--- src/rtl/alu_seq.sv ---
// Multi-cycle ALU: single-cycle logic/arithmetic ops plus iterative unsigned
// multiply (shift-add) and restoring divide, with a start/done handshake.
module alu_seq #(
   parameter int WIDTH = 8,
   parameter int SW    = $clog2(WIDTH)
) (
   input  logic             clk,
   input  logic             rst_n,
   input  logic             start,
   input  logic [3:0]       op,
   input  logic [WIDTH-1:0] a,
   input  logic [WIDTH-1:0] b,
   input  logic [SW-1:0]    shamt,
   output logic             busy,
   output logic             done,
   output logic [WIDTH-1:0] y,
   output logic [WIDTH-1:0] y_hi,
   output logic             zero,
   output logic             carry,
   output logic             ovf,
   output logic             dz,
   output logic             err
);

   localparam logic [3:0] OP_ADD  = 4'h0;
   localparam logic [3:0] OP_SUB  = 4'h1;
   localparam logic [3:0] OP_AND  = 4'h2;
   localparam logic [3:0] OP_OR   = 4'h3;
   localparam logic [3:0] OP_XOR  = 4'h4;
   localparam logic [3:0] OP_NOR  = 4'h5;
   localparam logic [3:0] OP_SLL  = 4'h6;
   localparam logic [3:0] OP_SRL  = 4'h7;
   localparam logic [3:0] OP_SRA  = 4'h8;
   localparam logic [3:0] OP_SLT  = 4'h9;
   localparam logic [3:0] OP_MULU = 4'hA;
   localparam logic [3:0] OP_DIVU = 4'hB;

   localparam logic [SW:0] CNT_INIT = (SW+1)'(WIDTH);
   localparam logic [SW:0] CNT_LAST = (SW+1)'(1);

   typedef enum logic {
      S_IDLE = 1'b0,
      S_ITER = 1'b1
   } state_t;

   state_t           state_q, state_d;
   logic [SW:0]      cnt_q, cnt_d;
   logic             is_mul_q, is_mul_d;
   logic [WIDTH-1:0] opnd_q, opnd_d;
   logic [WIDTH:0]   hi_q, hi_d;
   logic [WIDTH-1:0] lo_q, lo_d;
   logic [WIDTH-1:0] y_q, y_d;
   logic [WIDTH-1:0] y_hi_q, y_hi_d;
   logic             zero_q, zero_d;
   logic             carry_q, carry_d;
   logic             ovf_q, ovf_d;
   logic             dz_q, dz_d;
   logic             err_q, err_d;
   logic             done_q, done_d;

   // Single-cycle datapath works straight off the inputs sampled in IDLE.
   logic [WIDTH:0] add_full;
   logic [WIDTH:0] sub_full;
   logic           add_ovf;
   logic           sub_ovf;
   logic           slt;
   logic           go_iter;

   assign add_full = {1'b0, a} + {1'b0, b};
   assign sub_full = {1'b0, a} - {1'b0, b};
   assign add_ovf  = (a[WIDTH-1] == b[WIDTH-1]) && (add_full[WIDTH-1] != a[WIDTH-1]);
   assign sub_ovf  = (a[WIDTH-1] != b[WIDTH-1]) && (sub_full[WIDTH-1] != a[WIDTH-1]);
   assign slt      = $signed(a) < $signed(b);
   assign go_iter  = (op == OP_MULU) || ((op == OP_DIVU) && (b != '0));

   // One iteration step. hi/lo hold partial product or remainder/quotient.
   logic [WIDTH:0]   mul_sum;
   logic [WIDTH:0]   mul_acc;
   logic [WIDTH:0]   div_shift;
   logic [WIDTH+1:0] div_trial;
   logic             div_ok;
   logic [WIDTH:0]   step_hi;
   logic [WIDTH-1:0] step_lo;

   assign mul_sum   = hi_q + {1'b0, opnd_q};
   assign mul_acc   = lo_q[0] ? mul_sum : hi_q;
   assign div_shift = {hi_q[WIDTH-1:0], lo_q[WIDTH-1]};
   assign div_trial = {1'b0, div_shift} - {2'b00, opnd_q};
   assign div_ok    = ~div_trial[WIDTH+1];
   assign step_hi   = is_mul_q ? {1'b0, mul_acc[WIDTH:1]}
                               : (div_ok ? div_trial[WIDTH:0] : div_shift);
   assign step_lo   = is_mul_q ? {mul_acc[0], lo_q[WIDTH-1:1]}
                               : {lo_q[WIDTH-2:0], div_ok};

   always_comb begin
      state_d  = state_q;
      cnt_d    = cnt_q;
      is_mul_d = is_mul_q;
      opnd_d   = opnd_q;
      hi_d     = hi_q;
      lo_d     = lo_q;
      y_d      = y_q;
      y_hi_d   = y_hi_q;
      zero_d   = zero_q;
      carry_d  = carry_q;
      ovf_d    = ovf_q;
      dz_d     = dz_q;
      err_d    = err_q;
      done_d   = 1'b0;

      case (state_q)
         S_IDLE: begin
            if (start && go_iter) begin
               // Results and flags keep their old values until completion.
               state_d  = S_ITER;
               cnt_d    = CNT_INIT;
               is_mul_d = (op == OP_MULU);
               opnd_d   = (op == OP_MULU) ? a : b;
               hi_d     = '0;
               lo_d     = (op == OP_MULU) ? b : a;
            end else if (start) begin
               done_d  = 1'b1;
               y_d     = '0;
               y_hi_d  = '0;
               carry_d = 1'b0;
               ovf_d   = 1'b0;
               dz_d    = 1'b0;
               err_d   = 1'b0;
               case (op)
                  OP_ADD: begin
                     y_d     = add_full[WIDTH-1:0];
                     carry_d = add_full[WIDTH];
                     ovf_d   = add_ovf;
                  end
                  OP_SUB: begin
                     y_d     = sub_full[WIDTH-1:0];
                     carry_d = sub_full[WIDTH];
                     ovf_d   = sub_ovf;
                  end
                  OP_AND:  y_d = a & b;
                  OP_OR:   y_d = a | b;
                  OP_XOR:  y_d = a ^ b;
                  OP_NOR:  y_d = ~(a | b);
                  OP_SLL:  y_d = a << shamt;
                  OP_SRL:  y_d = a >> shamt;
                  OP_SRA:  y_d = $unsigned($signed(a) >>> shamt);
                  OP_SLT:  y_d = {{(WIDTH-1){1'b0}}, slt};
                  OP_DIVU: begin
                     y_d    = '1;
                     y_hi_d = a;
                     dz_d   = 1'b1;
                  end
                  default: err_d = 1'b1;
               endcase
               zero_d = ~err_d & (y_d == '0);
            end
         end

         S_ITER: begin
            hi_d  = step_hi;
            lo_d  = step_lo;
            cnt_d = cnt_q - CNT_LAST;
            if (cnt_q == CNT_LAST) begin
               state_d = S_IDLE;
               done_d  = 1'b1;
               y_d     = step_lo;
               y_hi_d  = step_hi[WIDTH-1:0];
               carry_d = 1'b0;
               dz_d    = 1'b0;
               err_d   = 1'b0;
               if (is_mul_q) begin
                  zero_d = ({step_hi[WIDTH-1:0], step_lo} == '0);
                  ovf_d  = (step_hi[WIDTH-1:0] != '0);
               end else begin
                  zero_d = (step_lo == '0);
                  ovf_d  = 1'b0;
               end
            end
         end
      endcase
   end

   always_ff @(posedge clk or negedge rst_n) begin
      if (!rst_n) begin
         state_q  <= S_IDLE;
         cnt_q    <= '0;
         is_mul_q <= 1'b0;
         opnd_q   <= '0;
         hi_q     <= '0;
         lo_q     <= '0;
         y_q      <= '0;
         y_hi_q   <= '0;
         zero_q   <= 1'b0;
         carry_q  <= 1'b0;
         ovf_q    <= 1'b0;
         dz_q     <= 1'b0;
         err_q    <= 1'b0;
         done_q   <= 1'b0;
      end else begin
         state_q  <= state_d;
         cnt_q    <= cnt_d;
         is_mul_q <= is_mul_d;
         opnd_q   <= opnd_d;
         hi_q     <= hi_d;
         lo_q     <= lo_d;
         y_q      <= y_d;
         y_hi_q   <= y_hi_d;
         zero_q   <= zero_d;
         carry_q  <= carry_d;
         ovf_q    <= ovf_d;
         dz_q     <= dz_d;
         err_q    <= err_d;
         done_q   <= done_d;
      end
   end

   assign busy  = (state_q == S_ITER);
   assign done  = done_q;
   assign y     = y_q;
   assign y_hi  = y_hi_q;
   assign zero  = zero_q;
   assign carry = carry_q;
   assign ovf   = ovf_q;
   assign dz    = dz_q;
   assign err   = err_q;

endmodule
--- config.mk ---
export PLATFORM = sky130hd
export DESIGN_NAME = alu_seq
export DESIGN_NICKNAME = d
export VERILOG_FILES = /design/src/rtl/alu_seq.sv
export SDC_FILE = /design/constraint.sdc
export NUM_CORES = 1
export LEC_CHECK = 0
export ABC_CLOCK_PERIOD_IN_PS = 2700
export CAP_MARGIN = 5
export CORE_MARGIN = 10
export CORE_UTILIZATION = 54
export DETAILED_ROUTE_END_ITERATION = 12
export GPL_ROUTABILITY_DRIVEN = 0
export PLACE_DENSITY = 0.8
export SLEW_MARGIN = 20
export SYNTH_ARGS = -nofsm -noshare
export SYNTH_HDL_FRONTEND = slang
export SYNTH_SLANG_ARGS = --single-unit
--- constraint.sdc ---
create_clock -name clk -period 2.7 [get_ports clk]
set_clock_uncertainty 0.2 [all_clocks]
set_input_delay 0.27 -clock clk [delete_from_list [all_inputs] [get_ports clk]]
set_output_delay 0.27 -clock clk [all_outputs]
set_load 0.05 [all_outputs]
Yosys cells after proc, flatten, opt, wreduce, memory -nomap -nowiden
Cells that the tools add are included.

word-level totals
  register bits = 53
  output and inout bits = 23
  bits of input ports = 26
  word-level logic and storage cells = 124

operators by class
  mux-type cells = 59
  bitwise operators = 8
  eq/ne operators = 20
  $lt $le $gt $ge = 1
  reductions and logical operators = 14
  $add $sub $neg = 5
  shift-type cells = 3

operators with widths
  kind                number
  $mux 8              14
  $pmux 8 s11         1
  $pmux 8 s2          3
  $mux 9              4
  $mux 1              25
  $pmux 1 s2          9
  $pmux 9 s2          1
  $eq 4x3->1 const B  4
  $eq 4x4->1 const B  4
  $logic_not 16->1    1
  $logic_not 8->1     2
  $reduce_bool 8->1   2
  $reduce_or 11->1    1
  $sub 9x8->10        1
  $add 8x8->9         1
  $add 9x8->9         1
  $sub 8x8->9         1
  $and 8x8->8         1
  $eq 4x1->1 const B  2
  $eq 4x2->1 const B  2
  $lt 8x8->1          1
  $not 8->8           1
  $or 8x8->8          1
  $pmux 4 s2          1
  other kinds (17)    26

Depth between registers and ports, before layout
Gate-level depths: netlist of the first run.

  depth after elaboration = 11
  depth in mapped cells = 12
  gate-level depth less buffers = 12

Least setup slack after synthesis of the first run
No wires, ideal clock.

  kind = input-to-reg
  start point = input port a[7]
  end point = register zero_q (netlist: zero)
  stages on the path = 10
  data arrival time = 2.601 ns
  buffers on the path = 2
  slack = -0.231 ns
  required time = 2.370 ns
  setup time = 0.130 ns
  path through = clkbuf_1 inv_1 ha_1 clkbuf_1 or4b_1 a2111oi_0 a2111oi_2 and4b_1 a32oi_1 a31oi_1

between the ends
  word-level cells in the longest chain between the ends = 11
  elaborated cells between the ends (all ways) = 19
  those cells by class = add/sub: 2; order compare: 1; shift: 3; mux: 7; bitwise: 5; reduce/logical: 1

ends and longest elaborated chain
  item                                                 RTL line  RTL
  start: declaration                                   11        input logic [WIDTH-1:0] a,
  branches (longest 2 deep; another with $sub 8x8->9)  --
  $pmux 8 s11 (*)                                      129       case (op)
  $mux 8 (*)                                           121       end else if (start) begin
  $mux 8 (*)                                           113       if (start && go_iter) begin
  $mux 8 (*)                                           111       case (state_q)
  $logic_not 8->1 (*)                                  155       zero_d = ~err_d & (y_d == '0);
  $and 1x1->1 (*)                                      155
  $mux 1 (*)                                           121
  $mux 1 (*)                                           113
  $pmux 1 s2 (*)                                       111
  end signal: assignment                               208       zero_q <= zero_d;
  end: declaration                                     54        logic zero_q, zero_d;

Mark *: on every way between the ends. The select of a mux whose other input is x is not followed.
A chain may end at the register's enable or synchronous reset.

Final worst setup path of the first run
  start point = register hi_q[2]
  end point = register ovf_q (netlist: ovf)

between the ends
  word-level cells in the longest chain between the ends = 7
  elaborated cells between the ends (all ways) = 9
  those cells by class = add/sub: 2; mux: 6; reduce/logical: 1

ends and longest elaborated chain
  item                                                RTL line  RTL
  start: declaration                                  50        logic [WIDTH:0] hi_q, hi_d;
  start signal: assignment                            204       hi_q <= hi_d;
  $sub 9x8->10 / $add 9x8->9 (equally long branches)  88, 85
  $mux 9 (on tied branches)                           91, 86
  $mux 9 (*)                                          90        assign step_hi = is_mul_q ? {1'b0, mul_acc[WIDTH:1]}
  $reduce_bool 8->1 (*)                               173       ovf_d = (step_hi[WIDTH-1:0] != '0);
  $mux 1 (*)                                          171       if (is_mul_q) begin
  $mux 1 (*)                                          163       if (cnt_q == CNT_LAST) begin
  $pmux 1 s2 (*)                                      111
  end signal: assignment                              210       ovf_q <= ovf_d;
  end: declaration                                    56        logic ovf_q, ovf_d;

Every way passes the cells marked *; elsewhere a longest branch is shown, timed or not. The select of a mux whose other input is x is not followed.

==> results of run 1 <==
[through the flow]
| stage | hold WS [ps] | setup TNS [ps] | instance area, um2 | setup WS (ps) |
|---|---|---|---|---|
| 2_1_floorplan | -226 | 0 | 5630 | 15.5 |
| 3_3_place_gp | 219 | -6710 | 7440 | -512 |
| 3_5_place_dp | 219 | -8790 | 7440 | -673 |
| 4_1_cts | 310 | -934 | 7770 | -253 |
| 5_1_grt | 273 | -3230 | 8100 | -449 |
| 6_report | 237 | -1550 | 8100 | -344 |
[per-layer routing]
metal / wire, um / GRT usage / vias to the layer above / part of all wire
met5: 0 / 0 / - / 0
met3: 2210 / 0.0578 / 166 / 0.097
li1: - / - / 2880 / -
met4: 1610 / 0.171 / 0 / 0.071
met2: 10900 / 0.451 / 520 / 0.48
met1: 8000 / 0.315 / 3162 / 0.35
[logic make-up after synthesis]
kind of cell / synth area share
buffers and inverters: 0.0724
and+or+nand+nor: 0.204
adders and majority gates: 0.110
muxes: 0.0948
DFF: 0.237
AOI/OAI and AO/OA: 0.250
xor gates and xnor gates: 0.0313
[area by class of cell]
class                   instances  area (um2)
repair buffers                242        2020
flip-flops and latches         53        1330
multi-input cells             526        4300
clock buffers                   6        72.6
inverters                      47         176
fillers                       561        2130
clock inverters                 2        38.8
well taps                     136         170
[power by group]
group | total, W | internal, W | switching, W
Clock | 0.000562 | 0.000279 | 0.000283
Sequential | 0.00153 | 0.00117 | 0.000359
Combinational | 0.00684 | 0.00304 | 0.00380
[worst max-delay path, stage by stage (launching register included)]
cell and delay (ps):
sky130_fd_sc_hd__dfrtp_1 410, sky130_fd_sc_hd__buf_4 160, sky130_fd_sc_hd__ha_1 340, sky130_fd_sc_hd__buf_4 160, sky130_fd_sc_hd__inv_1 30, sky130_fd_sc_hd__o21ai_0 310
sky130_fd_sc_hd__xor2_1 230, sky130_fd_sc_hd__mux2i_1 120, sky130_fd_sc_hd__a211oi_2 340, sky130_fd_sc_hd__and4b_1 260, sky130_fd_sc_hd__buf_4 140, sky130_fd_sc_hd__and3_4 160
sky130_fd_sc_hd__o21ai_2 120
[synth_stat cells (5+ instances only)]
cell type	count	area (um2)
sky130_fd_sc_hd__mux2_2	7	78.8
sky130_fd_sc_hd__nor2_1	45	169
sky130_fd_sc_hd__and3_1	6	37.5
sky130_fd_sc_hd__xor2_1	9	78.8
sky130_fd_sc_hd__o211ai_1	20	150
sky130_fd_sc_hd__a21o_1	7	52.6
sky130_fd_sc_hd__nor2b_1	12	75.1
sky130_fd_sc_hd__nand2b_1	5	31.3
sky130_fd_sc_hd__nand2_1	72	270
sky130_fd_sc_hd__dfrtp_1	53	1330
sky130_fd_sc_hd__a221oi_1	6	52.6
sky130_fd_sc_hd__a21oi_1	33	165
sky130_fd_sc_hd__clkbuf_1	22	82.6
sky130_fd_sc_hd__nand3_1	12	60.1
sky130_fd_sc_hd__mux4_2	6	135
sky130_fd_sc_hd__a22oi_1	6	45.0
sky130_fd_sc_hd__o21ai_0	38	190
sky130_fd_sc_hd__mux2i_1	23	230
sky130_fd_sc_hd__a22o_1	8	70.1
sky130_fd_sc_hd__a211oi_1	14	105
sky130_fd_sc_hd__ha_1	43	538
sky130_fd_sc_hd__o21a_1	8	60.1
sky130_fd_sc_hd__inv_1	41	154
sky130_fd_sc_hd__nor3b_1	5	37.5
sky130_fd_sc_hd__buf_2	14	70.1
sky130_fd_sc_hd__a31oi_1	7	43.8
sky130_fd_sc_hd__nor3_1	19	95.1
sky130_fd_sc_hd__xnor2_1	11	96.3
sky130_fd_sc_hd__a32oi_1	6	52.6
[sequential cells by signal (all words and copies together), names as in the netlist]
name / flops
err: 1
busy: 1
cnt_q: 4
hi_q: 9
opnd_q: 8
y_hi: 8
dz: 1
zero: 1
is_mul_q: 1
lo_q: 8
done: 1
ovf: 1
y: 8
carry: 1
[path summary, 6_finish.rpt]
path                       slack [ps]   endpoint  cells after the start
max reg2reg                      -340        ovf                     12
min reg2reg                       300       y[7]                      1
max                              -340        ovf                     12
min                               240    y_hi[0]                      4
min in group asynchronous         390  opnd_q[7]                      3
max in group asynchronous        1400    hi_q[1]                      3
[repair_timing]
| item | CTS | global route |
|---|---|---|
| hold endpoints to repair | 53 | 0 |
| hold buffers | 1 | 0 |
| endpoints found under the setup margin | 24 | 28 |
| buffers inserted | 5 | 13 |
| resized for setup | 41 | 58 |
| pin swaps | 15 | 22 |
==> run summary, run 1 <==
The clock passes through at most 2 buffers. The number of max-capacitance violations reported is 0, and the first-pass iteration count of the detailed router is 6. Dividing the detail-routed via count by the number of cells gives 6.65. Entering global routing, the biggest net connects 54 pins. Clock tree synthesis inserted a total of 5 buffers. The number of buffer cells added on primary ports is 48, and the flip-flop and latch count after synthesis is 53. The library cell used most frequently in the layout, excluding fill and tap cells, is sky130_fd_sc_hd__buf_4.

Setup repair after global routing could not meet its margin everywhere. Synthesis produced a netlist with a net count of 744. The critical-path maximum fanout is 4.

Setup violation total in the final timing report: 11. Minimum clock period after layout: 3040 ps. Critical register-to-register path startpoint: hi_q[2].

Proportion of register bits with asynchronous set or reset after synthesis: 1.00. The wire length of the first global-routing pass is 33000 um, and the clock slew seen by the registers of the worst setup and hold paths is 100 ps. The checks that failed: negative setup slack.

The min-delay analysis places its worst path in the category in2reg. The library cells used most frequently in the layout, excluding fill and tap cells, are sky130_fd_sc_hd__buf_4 (185), sky130_fd_sc_hd__nand2_1 (71), sky130_fd_sc_hd__dfrtp_1 (51), sky130_fd_sc_hd__nor2_1 (44). The tools report the post-route core utilization as 0.792.

At the worst endpoint, the required time is 2760 ps. Fraction of layout cells with a size suffix above 1: 0.338. By startpoint and endpoint, the worst setup path is classified as reg2reg.

CTS placed an instance of sky130_fd_sc_hd__clkbuf_8 at the clock tree root. The run gives 0 as the final max-slew violation count. VDD sags by at most 0.000803 V. For this design the top-level I/O count stands at 49. The tools report the effective utilization at floorplan as 0.547. The run finished, with violations left. The synthesized netlist contains 84 unique library cells. For this run, design rule violations remaining after detail routing come to 0.

Yosys printed 0 warnings. For this block, the routed nets add up to 22700 um of wire. After the first detailed-routing iteration, the DRC count stood at 889. For the total power consumption of the routed design, the log shows 0.00894 W. In this run the number of H-tree levels came out at 2. The tools report the final-report hold violation count as 0.

For the standard-cell row count, the log shows 37. Power density relative to cell area: 1100 nW/um2. The capturing element type of the critical path was a flop.

TritonCTS built the clock tree. Insertion delay to the later sink of the worst-skew pair: 320 ps. The top flip-flop cell by instance count after synthesis was sky130_fd_sc_hd__dfrtp_1. For the number of antenna violations at the first check in global routing, the log shows 0. The number of flops mapped to enable cells by yosys works out to 0. For the pin with the worst max-slew slack, the measured transition is 686 ps.

The core region is 10200 um2. Post-route fraction of the period consumed by the critical path: 1.13. The count of clock tree sinks is 53.

The detail route stage leaves a number of antenna-violating nets equal to 0. The run gives 0 as the antenna diode instance count. The launch instance of the worst min-delay path was a[0]. The tools report the static leakage power as 3.67 nW.

The estimated wirelength of the detail-placed design came out at 15300 um. From bottom edge to top edge, the die measures 122 um. The total number of nets in the final design came out at 948.

The worst setup path is launched from a flop. The max-slew headroom at the worst pin was 0.543; the minimum setup slack in the final design was -344 ps. The overall fraction of global-route tracks in use is 0.272, and the via total after detailed routing is 6728. The run gives 6574 as the via count of the first global-routing pass.

Excluding fillers, the count of instances in the completed layout stands at 1012. The gate count after technology mapping came out at 671. In this run the horizontal extent of the chip is 122 um. The logs give 5600 um2 for the post-synthesis instance area and 0 for the remaining global-route overflow. Based on the critical path, the design can be clocked at up to 329 MHz.

Signed area change from the synthesized netlist to the final layout: 44.8%. The average cell area after synthesis works out to 8.34 um2. The most critical setup path has its startpoint at hi_q[2]. The tools report the register area share after synthesis as 0.237.

The number of placed instances, taps included, is 987. The floorplan step defined a die boundary enclosing 14800 um2. Average wire per cell in the routed design: 22.4 um. For the worst setup path, the data arrival time is 3100 ps.
Note: power is estimated with default switching activity, not from simulation.
==> run 2, diff against run 1 <==
--- a/config.mk
+++ b/config.mk
@@ -5,13 +5,14 @@
 export SDC_FILE = /design/constraint.sdc
 export NUM_CORES = 1
 export LEC_CHECK = 0
+export ABC_AREA = 1
 export ABC_CLOCK_PERIOD_IN_PS = 2700
 export CAP_MARGIN = 5
 export CORE_MARGIN = 10
 export CORE_UTILIZATION = 54
 export DETAILED_ROUTE_END_ITERATION = 12
 export GPL_ROUTABILITY_DRIVEN = 0
-export PLACE_DENSITY = 0.8
+export PLACE_DENSITY = 0.81
 export SLEW_MARGIN = 20
 export SYNTH_ARGS = -nofsm -noshare
 export SYNTH_HDL_FRONTEND = slang
==> run 2 against run 1 <==
- the flow now finishes without violations
- worst hold slack lost 43 ps
- flip-flop and latch count is the same
- combinational power shrank 24%
- design area shrank 18%
- clock power shrank 15%
- largest cell class unchanged
- highest routed layer unchanged
==> run summary, run 2 <==
The run finished with clean final reports. The run gives 0 (unchanged) as the number of warning messages in the yosys log. The critical-path maximum fanout works out to 5 (+1). The synthesized design spends more area on one cell type than any other, namely sky130_fd_sc_hd__dfrtp_1.

Final worst hold slack: 195 ps (-42.7 ps). The tools report the static leakage power as 3.44 nW (-6.3%). The cell sitting at the root of the clock tree is a sky130_fd_sc_hd__clkbuf_8.

The count of clock tree sinks was 53 (unchanged). The critical path is of the reg2reg type. Proportion of register bits with asynchronous set or reset after synthesis: 1.00 (unchanged). The number of antenna violations at the first check in global routing was 1 (+1). The run gives 905 (+61%) as the number of fill cells in the layout. The number of max-capacitance violations reported came out at 0 (unchanged). The post-synthesis instance area is 5440 um2 (-2.8%), and the area share of and/or/nand/nor cells after synthesis is 0.363 (+0.159).

The overall fraction of global-route tracks in use is 0.236 (-0.0365), and the via count of the first global-routing pass is 5667 (-14%). The final max-slew violation count is 0 (unchanged). For the maximum clock frequency, the log shows 389 MHz (+18%). The slowest stage of the critical path is the sky130_fd_sc_hd__dfrtp_1 cell.

The area taken by multi-input logic gates came out at 3600 um2 (-16%). The run gives 14500 um2 (-2.4%) as the floorplan die area. The tools report the estimated wirelength of the detail-placed design as 14300 um (-6.9%).

Among all cell types in the netlist, the one instantiated most often is sky130_fd_sc_hd__nand2_1. The run gives 310 ps (about the same) as the insertion delay to the later sink of the worst-skew pair. The logs give 0 (-11) for the setup violation total in the final timing report and 27 (-50%) for the pin count of the biggest net entering global routing.

The minimum clock period after layout was 2570 ps (-473 ps). Path type of the worst min-delay path: in2async. Max-slew headroom at the worst pin: 0.539 (-0.00380). TritonCTS built the clock tree. The run gives 5 (unchanged) as the clock buffer count from CTS.

The logs give 2 (unchanged) for the maximum level of the CTS H-tree and -268 ps (+405 ps) for the post-placement worst setup slack. STA classifies the critical path endpoint as a flop. The gate count after technology mapping is 862 (+28%), and the clock slew seen by the registers of the worst setup and hold paths is 110 ps (about the same). The number of flip-flops in the largest register works out to 9 (unchanged). The worst setup path is launched from a flop.

The capture instance of the worst register-to-register path was zero. Counting flops per register, the top entry is hi_q. The portion of netlist area occupied by mux cells is 0.00368 (-0.0911).

The parity-gate share of the synthesized area counting xor and xnor cells was 0.0145 (-0.0168); the power density relative to cell area was 1070 nW/um2 (-3.3%). The fraction of layout cells with a size suffix above 1 was 0.127 (-0.211). Via total after detailed routing: 6109 (-9.2%).

Number of buffer cells added on primary ports: 48 (unchanged). Yosys attributes the largest share of cell area to sky130_fd_sc_hd__dfrtp_1 (24%), sky130_fd_sc_hd__nand2_1 (18%), sky130_fd_sc_hd__ha_1 (9.9%). Total number of nets in the final design: 1043 (+10%). In the synthesized netlist, the cells that appear most often are sky130_fd_sc_hd__nand2_1 (256), sky130_fd_sc_hd__inv_1 (97), sky130_fd_sc_hd__nor2_1 (87). The average wire per cell in the routed design is 15.8 um (-30%).

The post-route fraction of the period consumed by the critical path was 0.952 (-0.175); the cell-internal power was 0.00325 W (-28%). The run gives 577 (-35%) as the number of design-rule violations left by the first detailed-router iteration. Leaving out fill and tap cells, the most frequent cell in the layout is sky130_fd_sc_hd__nand2_1. The tools report the final-report hold violation count as 0 (unchanged).

The vertical die dimension is 120 um (-1.2%), and the final routed DRC violation total is 0 (unchanged). The critical register-to-register path startpoint was opnd_q[6]. The slew of the pin with the lowest slew margin works out to 689 ps (+3.16 ps). The standard-cell row count came out at 36 (-2.7%). The number of placed I/O pins came out at 49 (unchanged).

The critical path goes through inv_1 > ha_2 > nand2_1 > nand2_1 > a21oi_4 > buf_4 > nand4_1 > nand3_1 > nand3_1 > nor2_2 > nand2_1 > nand2_2 > nand2_1 > nand2_1 > nand2_1 > nand2_1. The tools report the critical path arrival as 2620 ps (-480 ps). The cell repeated most along the worst path is sky130_fd_sc_hd__nand2_1. For the number of cells after detailed placement, the log shows 1091 (+11%). The via count normalized by instance count is 5.53 (-17%), and the maximum root-to-sink buffer count is 2 (unchanged). The number of cells traversed by the worst register-to-register path came out at 16 (+4). From synthesis to final layout, the design area changed by 22.8%.

Average cell area after synthesis: 6.31 um2 (-24%). The instance area after placement is 6520 um2 (-12%), and the compound-cell area share of the yosys netlist is 0.163 (-0.0873). The logs give 0.00387 W (-13%) for the total net switching power and 0.683 (-0.109) for the post-route core utilization. The run gives 0.067 (+0.004) as the fraction of power consumed by the clock network. The worst setup slack for register-to-register paths is 130 ps (+470 ps).

The proportion of total power due to net switching works out to 0.543 (+0.0461). The critical path required time is 2750 ps (about the same), and the floorplan die width is 120 um (-1.2%). The sequential share of power is 0.206 (+0.035).

The top cell types in the final layout, fill and taps aside, are sky130_fd_sc_hd__nand2_1 (256), sky130_fd_sc_hd__inv_1 (97), sky130_fd_sc_hd__nor2_1 (85), sky130_fd_sc_hd__buf_4 (76), sky130_fd_sc_hd__nand3_1 (70). The tools report the largest vdd supply drop as 0.000526 V (-35%). The remaining global-route overflow was 0 (unchanged); the count of antenna-violating nets left after detailed routing was 0 (unchanged). The first-pass iteration count of the detailed router came out at 5 (-1). The distinct cell type count of the synthesized netlist is 42 (-50%), and the number of flops mapped to enable cells by yosys is 0 (unchanged). The tools report the register area share after synthesis as 0.244 (+0.00693). The antenna diode instance count came out at 0 (unchanged). The minimum setup slack in the final design is 129 ps (+473 ps), and the flip-flop and latch count after synthesis is 53 (unchanged).

The adder-cell share of the synthesized area was 0.114 (+0.00323). The tools report the total nets after synthesis as 935 (+26%). The wire length of the first global-routing pass was 28300 um (-14%); the summed area of non-filler cells in the final layout was 6680 um2 (-18%).

For the wire length after detailed routing, the log shows 17400 um (-23%). For this run, the leading register cell type out of synthesis is sky130_fd_sc_hd__dfrtp_1. The longest individual stage delay on the worst path was 430 ps (+20 ps); the portion of total power attributed to combinational logic was 0.727 (-0.039). Effective utilization at floorplan: 0.556 (+0.00930). The share of the synthesized area in the top cell type was 0.244 (+0.00693). The run gives 1104 (+9.1%) as the number of standard cells in the final layout excluding fillers.

After synthesis, the largest family of logic cells by area is simple AND/OR/NAND/NOR gates. The combined flip-flop and latch cell area was 1330 um2 (about the same). The placeable core area was 9770 um2 (-4.5%).
-- run 2: final cells by class --
class	instances	area share
timing repair buffer	126	0.162
tap	133	0.0249
clock inverter	3	0.00319
inverter	110	0.0622
sequential	53	0.199
multi-input combinational	674	0.539
clock buffer	5	0.0103
-- run 2: repair_timing --
action,CTS,global route
endpoints found under the hold margin,12,0
setup endpoints to repair,0,4
buffers inserted,0,4
gates resized for setup,0,10
hold buffers,1,0
-- run 2: worst max-delay path by stage --
stage	slack, ps	end	cells after the start	startpoint
finish	130	zero	16	opnd_q[6]
global route	-5	ovf	17	hi_q[3]
CTS	50	zero	15	a[0]
detailed placement	-270	zero	15	a[0]
global placement	-190	zero	15	a[0]
floorplan	440	ovf	18	lo_q[7]
-- run 2: power by group through the flow --
stage / sequential (W) / clock, W / combinational (W)
2_1_floorplan: 0.00191 / 0 / 0.00304
3_3_place_gp: 0.00147 / 0 / 0.00489
3_5_place_dp: 0.00149 / 0 / 0.00498
4_1_cts: 0.00147 / 0.000474 / 0.00500
5_1_grt: 0.00151 / 0.000503 / 0.00574
6_report: 0.00147 / 0.000478 / 0.00518
-- run 2: cell families (layout without fill, tap and decap cells) --
logic type                 count (synthesis)  in the layout
and+or+nand+nor                          461            461
AOI/OAI and AO/OA                        155            155
buffers and inverters                    135            244
DFF                                       53             53
adders and majority gates                 47             47
xor gates and xnor gates                   9              9
muxes                                      2              2
-- run 2: critical path: cells and delay by family, from the launching register on --
family          cells  cell delay [ps]
compound gates      1              210
flops               1              430
fa+ha+maj           1              320
buf+inv             2              280
simple gates       12             1060
-- run 2: per-stage QoR --
step / setup TNS (ps) / total power, W
2_1_floorplan: 0 / 0.00495
3_3_place_gp: -257 / 0.00636
3_5_place_dp: -557 / 0.00646
4_1_cts: 0 / 0.00695
5_1_grt: -4.55 / 0.00775
6_report: 0 / 0.00712
-- run 2: metal layers --
metal  global-route usage  up-vias  share of wire
met5                    0        -              0
met4               0.0664        0          0.030
met3               0.0549       53           0.11
met2                0.372      300           0.43
met1                0.316     2704           0.43
li1                     -     3052              -
